$ cat src/rtl/seq_gen_tx.sv
// seq_gen_tx: serial pattern transmitter, MSB-first, repeat_n frames with GAP idle cycles.
// Optional SEQ_GEN_PARITY_EN appends an even-parity bit after each frame.
module seq_gen_tx #(
  parameter int               WIDTH   = 6,
  parameter logic [WIDTH-1:0] PATTERN = 6'b101011,
  parameter int               GAP     = 2
) (
  input  logic             clk,
  input  logic             rst_n,
  input  logic             start,
  input  logic [7:0]       repeat_n,
  input  logic             load_valid,
  input  logic [WIDTH-1:0] load_data,
  output logic             load_ready,
  output logic             out,
  output logic             busy,
  output logic             done,
  output logic [7:0]       frames_left
);

  localparam int CW = $clog2(WIDTH + 1);
  localparam logic [CW-1:0] CNT_LD = CW'(WIDTH - 1);
  localparam logic [3:0] GAP_LD = 4'((GAP > 0) ? GAP - 1 : 0);

  typedef enum logic [2:0] {
    S_IDLE,
    S_SHIFT,
    S_GAP,
    S_DONE,
    S_PAR
  } state_t;

  state_t           state, state_n;
  logic [CW-1:0]    cnt, cnt_n;
  logic [3:0]       gcnt, gcnt_n;
  logic [7:0]       fl, fl_n;
  logic [WIDTH-1:0] pat, pat_n;
  logic             frame_end;

  // state and datapath registers; reset also restores the default pattern
  always_ff @(posedge clk or negedge rst_n) begin
    if (!rst_n) begin
      state <= S_IDLE;
      cnt   <= '0;
      gcnt  <= '0;
      fl    <= '0;
      pat   <= PATTERN;
    end else begin
      state <= state_n;
      cnt   <= cnt_n;
      gcnt  <= gcnt_n;
      fl    <= fl_n;
      pat   <= pat_n;
    end
  end

  // next-state: load/start in IDLE, bit shifting, gap timing, frame accounting
  always_comb begin
    state_n   = state;
    cnt_n     = cnt;
    gcnt_n    = gcnt;
    fl_n      = fl;
    pat_n     = pat;
    frame_end = 1'b0;
    case (state)
      S_IDLE: begin
        if (load_valid) pat_n = load_data;
        if (start && repeat_n != 8'd0) begin
          state_n = S_SHIFT;
          fl_n    = repeat_n;
          cnt_n   = CNT_LD;
        end
      end
      S_SHIFT: begin
        if (cnt == '0) begin
`ifdef SEQ_GEN_PARITY_EN
          state_n = S_PAR;
`else
          frame_end = 1'b1;
`endif
        end else begin
          cnt_n = cnt - 1'b1;
        end
      end
      S_PAR: frame_end = 1'b1;
      S_GAP: begin
        if (gcnt == 4'd0) begin
          state_n = S_SHIFT;
          cnt_n   = CNT_LD;
        end else begin
          gcnt_n = gcnt - 4'd1;
        end
      end
      S_DONE:  state_n = S_IDLE;
      default: state_n = S_IDLE;
    endcase
    if (frame_end) begin
      if (fl > 8'd1) begin
        fl_n  = fl - 8'd1;
        cnt_n = CNT_LD;
        if (GAP == 0) begin
          state_n = S_SHIFT;
        end else begin
          state_n = S_GAP;
          gcnt_n  = GAP_LD;
        end
      end else begin
        fl_n    = 8'd0;
        state_n = S_DONE;
      end
    end
  end

  // outputs decoded purely from registered state
  always_comb begin
    out = 1'b0;
    if (state == S_SHIFT) out = pat[cnt];
    else if (state == S_PAR) out = ^pat;
    busy        = (state != S_IDLE);
    done        = (state == S_DONE);
    load_ready  = (state == S_IDLE);
    frames_left = fl;
  end

endmodule
$ cat config.mk
export PLATFORM = sky130hd
export DESIGN_NAME = seq_gen_tx
export DESIGN_NICKNAME = d
export VERILOG_FILES = /design/src/rtl/seq_gen_tx.sv
export SDC_FILE = /design/constraint.sdc
export NUM_CORES = 1
export LEC_CHECK = 0
export BUFFER_PORTS_ARGS = -buffer_cell sky130_fd_sc_hd__buf_2
export CORE_ASPECT_RATIO = 2
export CORE_MARGIN = 2
export CORE_UTILIZATION = 50
export CTS_BUF_LIST = sky130_fd_sc_hd__clkbuf_8
export CTS_CLUSTER_SIZE = 30
export DETAILED_ROUTE_END_ITERATION = 6
export HOLD_SLACK_MARGIN = 0.06
export PLACE_DENSITY_LB_ADDON = 0.12
export RECOVER_POWER = 50
export SLEW_MARGIN = 40
export SYNTH_ARGS = -nofsm -noshare
export SYNTH_HDL_FRONTEND = slang
export SYNTH_SLANG_ARGS = --single-unit
$ cat constraint.sdc
create_clock -name clk -period 1.75 [get_ports clk]
set_input_delay 0.35 -clock clk [delete_from_list [all_inputs] [get_ports clk]]
set_output_delay 0.35 -clock clk [all_outputs]
set_load 0.02 [all_outputs]
======== After elaboration in Yosys (flattened, before gate mapping) ========
Index checks and enable logic that the tools add are counted.
storage, ports and cells
  flip-flop bits (word level) ............. 24
  bits of input ports ..................... 18
  output and inout port bits .............. 12
  logic and storage cells ................. 55
operators by class
  add/sub/neg operators ................... 3
  order comparisons ....................... 2
  equal/unequal tests ..................... 7
  muxes and demuxes ....................... 25
  reduce and logical (&&, ||, !) cells .... 13
operators by type and width
  kind                                                                           count
  8-bit two-way mux                                                              4
  3-bit two-way mux                                                              8
  3-bit one-hot mux with 3 select lines                                          2
  4-bit two-way mux                                                              4
  8-bit by 1-bit > comparator with 1-bit output (second input constant)          1
  8-bit nonzero test                                                             1
  8-bit by 1-bit subtractor with 8-bit output (second input constant)            1
  3-bit by 2-bit == test with 1-bit output (second input constant)               2
  3-bit logical NOT                                                              2
  6-bit XOR reduction                                                            1
  1-bit two-way mux                                                              5
  4-bit logical NOT                                                              1
  3-bit by 4-bit less-than comparator with 1-bit output (second input constant)  1
  2-bit AND reduction                                                            2
  2-bit nonzero test                                                             2
  4-bit by 1-bit subtractor with 4-bit output (second input constant)            1
  1-bit binary-select mux with 3-bit select                                      1
  3-bit by 1-bit == test with 1-bit output (second input constant)               1
  3-bit == test (second input constant)                                          1
  3-bit by 1-bit inequality test with 1-bit output (second input constant)       1
  3-bit inequality test (second input constant)                                  1
  3-bit AND reduction                                                            1
  3-bit nonzero test                                                             1
  3-bit by 1-bit subtractor with 3-bit output (second input constant)            1
  other kinds (4)                                                                4

======== Logic depth before layout (Yosys ltp) ========
Gate-level depths: netlist of run 1.
  word-level depth ........................ 6
  depth in mapped cells ................... 7
  depth with buffers taken out ............ 6

======== Worst setup path after synthesis of run 1 ========
No wires, ideal clock.
  path kind ............................... register to register
  start ................................... register fl[0], in the netlist frames_left[0]
  end ..................................... register fl[5], in the netlist frames_left[5]
  library setup time ...................... 0.080 ns
  arrival time ............................ 1.699 ns
  data required time ...................... 1.670 ns
  setup slack ............................. -0.029 ns
  cell stages (with the launch flop) ...... 8
  path buffers ............................ 1
  period minus slack after synthesis ...... 1.779 ns
  cell sequence ........................... dfrtp_1 -> inv_1 -> ha_1 -> or2_2 -> a31oi_1 -> buf_2 -> a22oi_1 -> o211ai_2
on the way
  cells in the longest elaborated chain, start to end .. 3
  elaborated cells on any way between the ends .. 4
  those cells by class .................... add/sub (1); order compare (1); mux (2)
RTL lines
  what                                                                                                                 RTL line  RTL
  start: declaration                                                                                                   36        logic [7:0] fl, fl_n;
  start signal: assignment                                                                                             52        fl <= fl_n;
  8-bit by 1-bit subtractor with 8-bit output / 8-bit by 1-bit > comparator with 1-bit output (equally long branches)  99, 98
  8-bit two-way mux *                                                                                                  98        if (fl > 8'd1) begin
  8-bit two-way mux *                                                                                                  97        if (frame_end) begin
Every way passes the cells marked *; elsewhere a longest branch is shown, timed or not.
A chain may end at the register's enable or synchronous reset.

======== Worst setup path after layout of run 1 ========
  start ................................... register cnt[0]
  end ..................................... output port out
on the way
  cells in the longest elaborated chain, start to end .. 3
RTL lines
  what                                       RTL line  RTL
  start: declaration                         34        logic [CW-1:0] cnt, cnt_n;
  start signal: assignment                   50        cnt <= cnt_n;
  1-bit binary-select mux with 3-bit select  117       if (state == S_SHIFT) out = pat[cnt];
  1-bit two-way mux (not written as such)    117
  1-bit two-way mux                          117
  end: declaration                           15        output logic out,
Every way passes these cells. The select of a mux whose other input is x is not followed.

==> out/results.env, run 1 <==
DRC=0
TIMING_HOLD_VIOLATIONS_FINAL=0
GRT_MAX_DEGREE=24
SYNTH-EDFF-COUNT=0
CTS_SETUP_BUFFERS=0
GRT_PASS1_VIAS=1301
SYNTH-SEQ-AREA-SHARE_PCT=40.85
CTS_INSERTED_BUFFERS=3
ANTENNA_FOUND_INITIAL=0
GRT.OVERFLOW.TOTAL=0
DETAIL_ROUTE.WL_PER_CELL_UM=15.48
DP.CELLS=215
WORST_CLOCK_SKEW_NS=0.002561
POSTLAYOUTCOREUTIL_PCT=65.16
MAX-CLOCK-PATH-BUFFERS=2
FINALCRITPERIODSHARE_PCT=108.8
YS_TYPES=44
TIMING.FINAL.MAX_SLEW_VIOLATIONS=0
DESIGN.CORE.AREA_UM2=2736
INSERTEDDIODECOUNT=0
ANT_NETS_AFTER_ROUTE=0
WORST_EP_REQUIRED_TIME_NS=1.40
CAP_VIOL_MAX_COUNT=0
TIMING.SETUP.TNS_NS=-0.1538
LAYOUT-DRIVE-GT1-SHARE_PCT=36.32
CLOCK_INSERTION_DELAY_WORST_SKEW_NS=0.27
FINALHOLDWORSTSLACK_NS=0.3020
SLEW-LIMIT-HEADROOM_PCT=15.59
DETAILEDROUTE.FIRSTPASSITERATIONCOUNT=5
CRITPATHKIND='reg2out'
GPL.FINAL_WEIGHTED_CONGESTION=0.8074
POWER.IR.VDD_WORST_mV=0.5543
SYN2LAYOUT_AREA_GROWTH_PCT=25.44
CLOCK-SINKS=23
LAYOUT_SETUP_WS_NS=-0.1538
WORST-PATH-MAX-FANOUT=3
DRT_FIRST_ITER_VIOLATIONS=14
HOLDCRITPATHCLASS='in2reg'
FINAL_NETS=214
FAILED_CHECKS='negative setup slack'
POWER.DENSITY_nW_PER_UM2=627.2
STATUS='complete, but fails checks'
GR-USAGE-ALL-LAYERS_PCT=22.10
CRITPATHCAPTURETYPE='output port'
IO_PINS=30
DIE_X_UM=41.70
PLACEMENTROWS=27
PLACE.PORT_BUFFERS=29
ASYNCSETRESETFLOPFRACSYNTH_PCT=100.0
START_UTIL_PCT=51.94
SYNTHESIS.AREA_UM2=1421
MAX_SLEW.WORST_PIN.SLEW_NS=1.266
H_TREE_DEPTH_REPORTED_BY_CTS=1
SYNTHFLOPTYPE='sky130_fd_sc_hd__dfrtp_1'
YOSYSWARNINGCOUNT=0
FILLER_CELL_COUNT=239
GLOBAL_ROUTE_WIRE_LENGTH_BEFORE_REPAIR_MM=5.630
CLOCK_TREE_FROM_TRITONCTS='done'
VIA_PER_INST=5.721
DIE_OUTLINE_HEIGHT_UM=79.40
POSTSYNTHCELLCOUNT=145
FINISH.CELL_COUNT_WITHOUT_FILLERS=219
SYNTH_NETS=168
SETUP_REPAIR_AFTER_GLOBAL_ROUTING_MISSED_ITS_MARGIN='true'
TOTALPOWERFINAL_W=0.001118
TIMING.CRITICAL_PATH.FROM_TYPE='register'
CLK_PIN_SLEW_WORST_PATHS_NS=0.08
SETUP-VIOLATIONS-FINAL=1
WORST-ENDPOINT-ARRIVAL_NS=1.55
DRT-TOTAL-WL_MM=3.391
SYNTH_SEQ_CELLS=23
SYN_AVG_CELL_AREA_UM2=9.803
POST_LAYOUT_MIN_PERIOD_NS=1.904
VIA_COUNT_OF_THE_ROUTED_DESIGN=1253
CLOCK.FMAX_GHz=0.5253
POST_DETAIL_PLACE_HPWL_MM=2.711
DIE-AREA_UM2=3311
CELLLEAKAGEPOWER_nW=0.8332
CTS_ROOT_BUF='sky130_fd_sc_hd__clkbuf_8'
## routing by layer
layer | up-vias | track usage (%) | routed length [µm] | part of all wire, %
li1 | 610 | - | - | -
met1 | 601 | 21.35 | 1174 | 35
met3 | 8 | 1.357 | 116 | 3.4
met5 | - | 0 | 0 | 0
met2 | 34 | 45.47 | 2022 | 60
met4 | 0 | 9.032 | 78 | 2.3
## cell usage in the layout, fill, tap and decap left out, types with 5 or more instances in the layout
master	netlist	layout
sky130_fd_sc_hd__buf_2	2	26
sky130_fd_sc_hd__dfrtp_1	19	18
sky130_fd_sc_hd__buf_4	0	17
sky130_fd_sc_hd__nand3_1	13	13
sky130_fd_sc_hd__inv_1	9	10
sky130_fd_sc_hd__nor2_1	10	10
sky130_fd_sc_hd__nand2_1	10	10
sky130_fd_sc_hd__nor2b_1	6	6
sky130_fd_sc_hd__o21ai_0	6	6
sky130_fd_sc_hd__mux2_2	6	6
sky130_fd_sc_hd__a21oi_1	5	5
sky130_fd_sc_hd__mux2i_1	5	5
sky130_fd_sc_hd__ha_1	5	5
## stage by stage
step	instance area, µm²	setup slack, ns
after global placement	1710	0.03826
after global routing	1783	-0.2069
after detailed placement	1710	0.0008763
after CTS	1755	-0.1786
after floorplan	1423	0.0006446
final	1783	-0.1538
## path summary, 6_finish.rpt
path / start / end / cells after the start / slack (ns)
min: repeat_n[4] / frames_left[4]$_DFFE_PN0P_ / 3 / 0.30
min in group asynchronous: rst_n / frames_left[1]$_DFFE_PN0P_ / 1 / 0.34
max: cnt[0]$_DFF_PN0_ / out / 4 / -0.15
min reg2reg: pat[4]$_DFFE_PN0P_ / pat[4]$_DFFE_PN0P_ / 1 / 0.52
max reg2reg: cnt[0]$_DFF_PN0_ / frames_left[0]$_DFFE_PN0P_ / 7 / 0.10
max in group asynchronous: rst_n / frames_left[0]$_DFFE_PN0P_ / 1 / 0.58
## cell usage after synthesis (2+ instances only)
master                     number  area (µm²)
sky130_fd_sc_hd__nand2b_1       4       25.02
sky130_fd_sc_hd__o211ai_1       2       15.01
sky130_fd_sc_hd__nor4_1         2       12.51
sky130_fd_sc_hd__nor3_1         2       10.01
sky130_fd_sc_hd__nor2_1        10       37.54
sky130_fd_sc_hd__nand3b_1       2       15.01
sky130_fd_sc_hd__o21ai_0        6       30.03
sky130_fd_sc_hd__a21oi_1        5       25.02
sky130_fd_sc_hd__or2_2          2       12.51
sky130_fd_sc_hd__dfrtp_1       19       475.5
sky130_fd_sc_hd__inv_1          9       33.78
sky130_fd_sc_hd__mux2_2         6       67.56
sky130_fd_sc_hd__dfstp_2        4       105.1
sky130_fd_sc_hd__a22oi_1        2       15.01
sky130_fd_sc_hd__buf_2          2       10.01
sky130_fd_sc_hd__nand3_1       13       65.06
sky130_fd_sc_hd__nand2_1       10       37.54
sky130_fd_sc_hd__ha_1           5       62.56
sky130_fd_sc_hd__nor3b_1        2       15.01
sky130_fd_sc_hd__a32oi_1        2       17.52
sky130_fd_sc_hd__and2_1         2       12.51
sky130_fd_sc_hd__mux2i_1        5       50.05
sky130_fd_sc_hd__nor2b_1        6       37.54
sky130_fd_sc_hd__clkbuf_1       3       11.26
## critical path: stages (launching register included)
cell and delay, ns:
sky130_fd_sc_hd__dfrtp_1 0.41, sky130_fd_sc_hd__mux4_2 0.51, sky130_fd_sc_hd__mux2i_1 0.15, sky130_fd_sc_hd__nor3b_1 0.06
sky130_fd_sc_hd__buf_2 0.15
## state kept, by name, indices dropped and copies added, names as in the netlist
| register | flops |
|---|---|
| state | 2 |
| cnt | 3 |
| frames_left | 8 |
| gcnt | 4 |
| pat | 6 |
## report_power, final
group	total, W	switching [W]	internal [W]
combinational	0.000204	0.000122	0.0000815
sequential	0.000587	0.0000310	0.000556
clock	0.000328	0.000171	0.000157
total	0.00112	0.000324	0.000794
## logic make-up after synthesis
kind of cell	synth area share, %
fa+ha+maj	4.401
buf+inv	3.873
flops	40.85
xor+xnor	0.6163
mux	9.859
simple gates	27.20
compound gates	13.20
## cell type report
class	count	area (µm²)	share of cell area [%]
repair buffers	46	269.0	15.09
flip-flops and latches	23	581.8	32.63
multi-input cells	108	817.0	45.82
clock buffers	3	41.29	2.316
inverters	9	33.78	1.895
clock inverters	1	3.754	0.2105
well taps	29	36.28	2.035
## what timing repair did
action | in CTS | in global routing
hold buffers | 0 | 0
endpoints found under the setup margin | 1 | 9
gates resized for setup | 0 | 5
pin swaps | 0 | 0
gates cloned | 0 | 0
Note: power is estimated with default switching activity, not from simulation.
==> inputs of run 2 (changes only) <==
MAX_ROUTING_LAYER = met4   (was not set)
RECOVER_POWER = not set   (was 50)
clock period = 1.9 ns   (was 1.75 ns; I/O delays follow)
==> run 2 against run 1 <==
Effect of this change:
- the flow still finishes with violations (negative setup slack)
- clock power is 6.7% lower
- first-iteration DRC count rose to 2.6 times the previous value
- clock skew about the same
- die area stayed put
- worst setup slack improved by 0.15 ns
- power decreased by 8.4%
- critical path depth unchanged
- global-route usage is 0.14 points higher
- sequential power shrank 7.7%
- count of clock-buffer cells in the layout is the same
- via count is 0.72% lower
==> out/results.env, run 2 (same netlist as run 1, synthesis figures left out) <==
FAILED_CHECKS='negative setup slack'  # unchanged
MULTI_INPUT_COMB_AREA_UM2=792.0  # was 817.0 µm²
R2R-START='cnt[0]$_DFF_PN0_'  # unchanged
GRT_MAX_DEGREE=24  # unchanged
CAP_VIOL_MAX_COUNT=0  # unchanged
TOTAL_SWITCHING_POWER_W=0.0002984  # was 0.0003240 W
GRT_PASS1_VIAS=1245  # was 1301
FINALCRITPERIODSHARE_PCT=100.4
IO_PINS=30  # unchanged
INSERTEDDIODECOUNT=0  # unchanged
WORST-R2R-SETUP-SLACK_NS=0.08  # was 0.10 ns
ANT_NETS_AFTER_ROUTE=0  # unchanged
CRITICAL_PATH.TOP_DELAY_FAMILY='multiplexers'  # unchanged
WORST_CLOCK_SKEW_NS=0.002118  # was 0.002561 ns
CLOCK.FMAX_GHz=0.5244
DETAILEDROUTE.FIRSTPASSITERATIONCOUNT=4  # was 5
FILLER_CELL_COUNT=234  # was 239
WORST-ENDPOINT-ARRIVAL_NS=1.53  # was 1.55 ns
GR-USAGE-ALL-LAYERS_PCT=22.24  # was 22.10%
H_TREE_DEPTH_REPORTED_BY_CTS=1  # unchanged
CTS_INSERTED_BUFFERS=3  # unchanged
SETUP-VIOLATIONS-FINAL=1  # unchanged
WORST-PATH-MAX-FANOUT=3  # unchanged
SLEW-LIMIT-HEADROOM_PCT=65.66  # was 15.59%
START_UTIL_PCT=51.94  # unchanged
TIMING.RR.END='frames_left[6]$_DFFE_PN0P_'  # was frames_left[0]$_DFFE_PN0P_
VIA_PER_INST=5.813  # was 5.721
POWER.DENSITY_nW_PER_UM2=593.1  # was 627.2 nW/µm²
CRITICAL_PATH.ENDPOINT='out'  # unchanged
WORST_EP_REQUIRED_TIME_NS=1.52  # was 1.40 ns
POST_DETAIL_PLACE_HPWL_MM=2.636  # was 2.711 mm
MAX-CLOCK-PATH-BUFFERS=2  # unchanged
CLOCK-SINKS=23  # unchanged
POWER.IR.VDD_WORST_mV=0.5640  # was 0.5543 mV
TIMING.CRITICAL_PATH.DEPTH=4  # unchanged
DIE_OUTLINE_HEIGHT_UM=79.40  # unchanged
GRT.OVERFLOW.TOTAL=0  # unchanged
WORST_CASE_REG_TO_REG_PATH_DEPTH=6  # was 7
CELLLEAKAGEPOWER_nW=0.8157  # was 0.8332 nW
DESIGN.CORE.AREA_UM2=2736  # unchanged
COMB_POWER_SHARE_PCT=17.3  # was 18.2%
DRT_FIRST_ITER_VIOLATIONS=36  # was 14
VIA_COUNT_OF_THE_ROUTED_DESIGN=1244  # was 1253
SWITCHING_SHARE_PCT=29.12  # was 28.97%
CLOCK_TREE_FROM_TRITONCTS='done'  # unchanged
SEQUENTIAL_CELL_AREA_UM2=581.8  # unchanged
LAYOUT-DRIVE-GT1-SHARE_PCT=35.14  # was 36.32%
FINALHOLDWORSTSLACK_NS=0.07419  # was 0.3020 ns
WORSTPATHBUFFERINVERTERCOUNT=1  # unchanged
POST_LAYOUT_MIN_PERIOD_NS=1.907
PLACEMENTROWS=27  # unchanged
DIE-AREA_UM2=3311  # unchanged
TIMING.FINAL.MAX_SLEW_VIOLATIONS=0  # unchanged
CRITPATHCAPTURETYPE='output port'  # unchanged
CRIT_PATH_START='cnt[0]$_DFF_PN0_'  # unchanged
CLOCK_POWER_SHARE_PCT=29.9  # was 29.3%
DRC=0  # unchanged
TOTALPOWERFINAL_W=0.001025  # was 0.001118 W
SHARE_SEQ_OF_TOTAL_POWER_PCT=52.9  # was 52.5%
LARGEST_REG_FLOPS=8  # unchanged
LAYOUT_COMMON_CELLS='sky130_fd_sc_hd__buf_2, sky130_fd_sc_hd__dfrtp_1, sky130_fd_sc_hd__nand3_1'  # was sky130_fd_sc_hd__buf_2, sky130_fd_sc_hd__dfrtp_1, sky130_fd_sc_hd__buf_4
PLACE.PORT_BUFFERS=29  # unchanged
HOLDCRITPATHCLASS='in2async'  # was in2reg
CPPEAKSTAGEDELAY_NS=0.50  # was 0.51 ns
SYN2LAYOUT_AREA_GROWTH_PCT=21.57  # was 25.44%
DRT-TOTAL-WL_MM=3.323  # was 3.391 mm
MAX_SLEW.WORST_PIN.SLEW_NS=0.5151  # was 1.266 ns
POSTCTSHOLDBUFS=0  # unchanged
CLOCK_INSERTION_DELAY_WORST_SKEW_NS=0.27  # about the same
GLOBAL_ROUTE_WIRE_LENGTH_BEFORE_REPAIR_MM=5.471  # was 5.630 mm
SETUP_REPAIR_AFTER_GLOBAL_ROUTING_MISSED_ITS_MARGIN='true'  # unchanged
FINAL_COMMON_CELL='sky130_fd_sc_hd__buf_2'  # unchanged
GPL.FINAL_WEIGHTED_CONGESTION=0.8373  # was 0.8074
LAYOUT_SETUP_WS_NS=-0.006825  # was -0.1538 ns
TIMING.CRITICAL_PATH.FROM_TYPE='register'  # unchanged
STATUS='complete, but fails checks'  # unchanged
DETAIL_ROUTE.WL_PER_CELL_UM=15.53  # was 15.48 µm
CLK_PIN_SLEW_WORST_PATHS_NS=0.08  # about the same
CELL_INTERNAL_PWR_W=0.0007264  # was 0.0007943 W
DIE_X_UM=41.70  # unchanged
FINAL_NETS=209  # was 214
CRITPATHKIND='reg2out'  # unchanged
CTS_ROOT_BUF='sky130_fd_sc_hd__clkbuf_8'  # unchanged
CRITICAL_PATH.CELL_CHAIN='mux4_2 > mux2i_1 > nor3b_1 > buf_2'  # unchanged
DP_SLACK_NS=0.07980  # was 0.0008763 ns
TIMING_HOLD_VIOLATIONS_FINAL=0  # unchanged
ANTENNA_FOUND_INITIAL=0  # unchanged
CRIT_SLOWEST_CELL='sky130_fd_sc_hd__mux4_2'  # unchanged
## run 2: layer usage
layer | part of all wire (%) | global-route usage [%] | vias up
li1 | - | - | 605
met3 | 4.4 | 1.584 | 10
met4 | 3.3 | 12.90 | 0
met2 | 56 | 40.47 | 50
met5 | 0 | - | -
met1 | 36 | 22.76 | 579
## run 2: cell type report
class,instances,share of cell area [%]
multi-input cells,108,45.84
flip-flops and latches,23,33.67
repair buffers,41,13.83
clock buffers,3,2.390
well taps,29,2.100
inverters,9,1.955
clock inverters,1,0.2172
## run 2: how the worst min path moves through the flow
stage / slack (ns) / cells past startpoint / to
finish: 0.07 / 1 / pat[4]$_DFFE_PN0P_
global route: 0.12 / 1 / pat[4]$_DFFE_PN0P_
detailed placement: 0.38 / 1 / pat[4]$_DFFE_PN0P_
CTS: 0.09 / 1 / pat[4]$_DFFE_PN0P_
floorplan: 0.08 / 0 / cnt[0]$_DFF_PN0_
global placement: 0.38 / 1 / pat[4]$_DFFE_PN0P_
## run 2: power by group through the flow
stage	Combinational, W	Clock [W]	Sequential, W
2_1_floorplan	0.0000671	0	0.000573
3_3_place_gp	0.000171	0	0.000548
5_1_grt	0.000192	0.000325	0.000546
4_1_cts	0.000177	0.000306	0.000541
3_5_place_dp	0.000177	0	0.000549
6_report	0.000177	0.000306	0.000542
## run 2: metrics by stage
step,cells,cell area [µm²],setup TNS [ns],utilization [%]
2_1_floorplan,145,1421,0,-
3_3_place_gp,208,1657,0,60.54
3_5_place_dp,208,1657,0,60.54
4_1_cts,213,1710,-0.007050,62.51
5_1_grt,214,1728,-0.2681,63.15
6_report,214,1728,-0.006825,63.15
## run 2: timing repair
item	CTS	global route
endpoints found under the hold margin	0	0
pin swaps	0	2
resized for setup	1	2
endpoints found under the setup margin	1	6
setup buffers	1	1
cloned	0	0
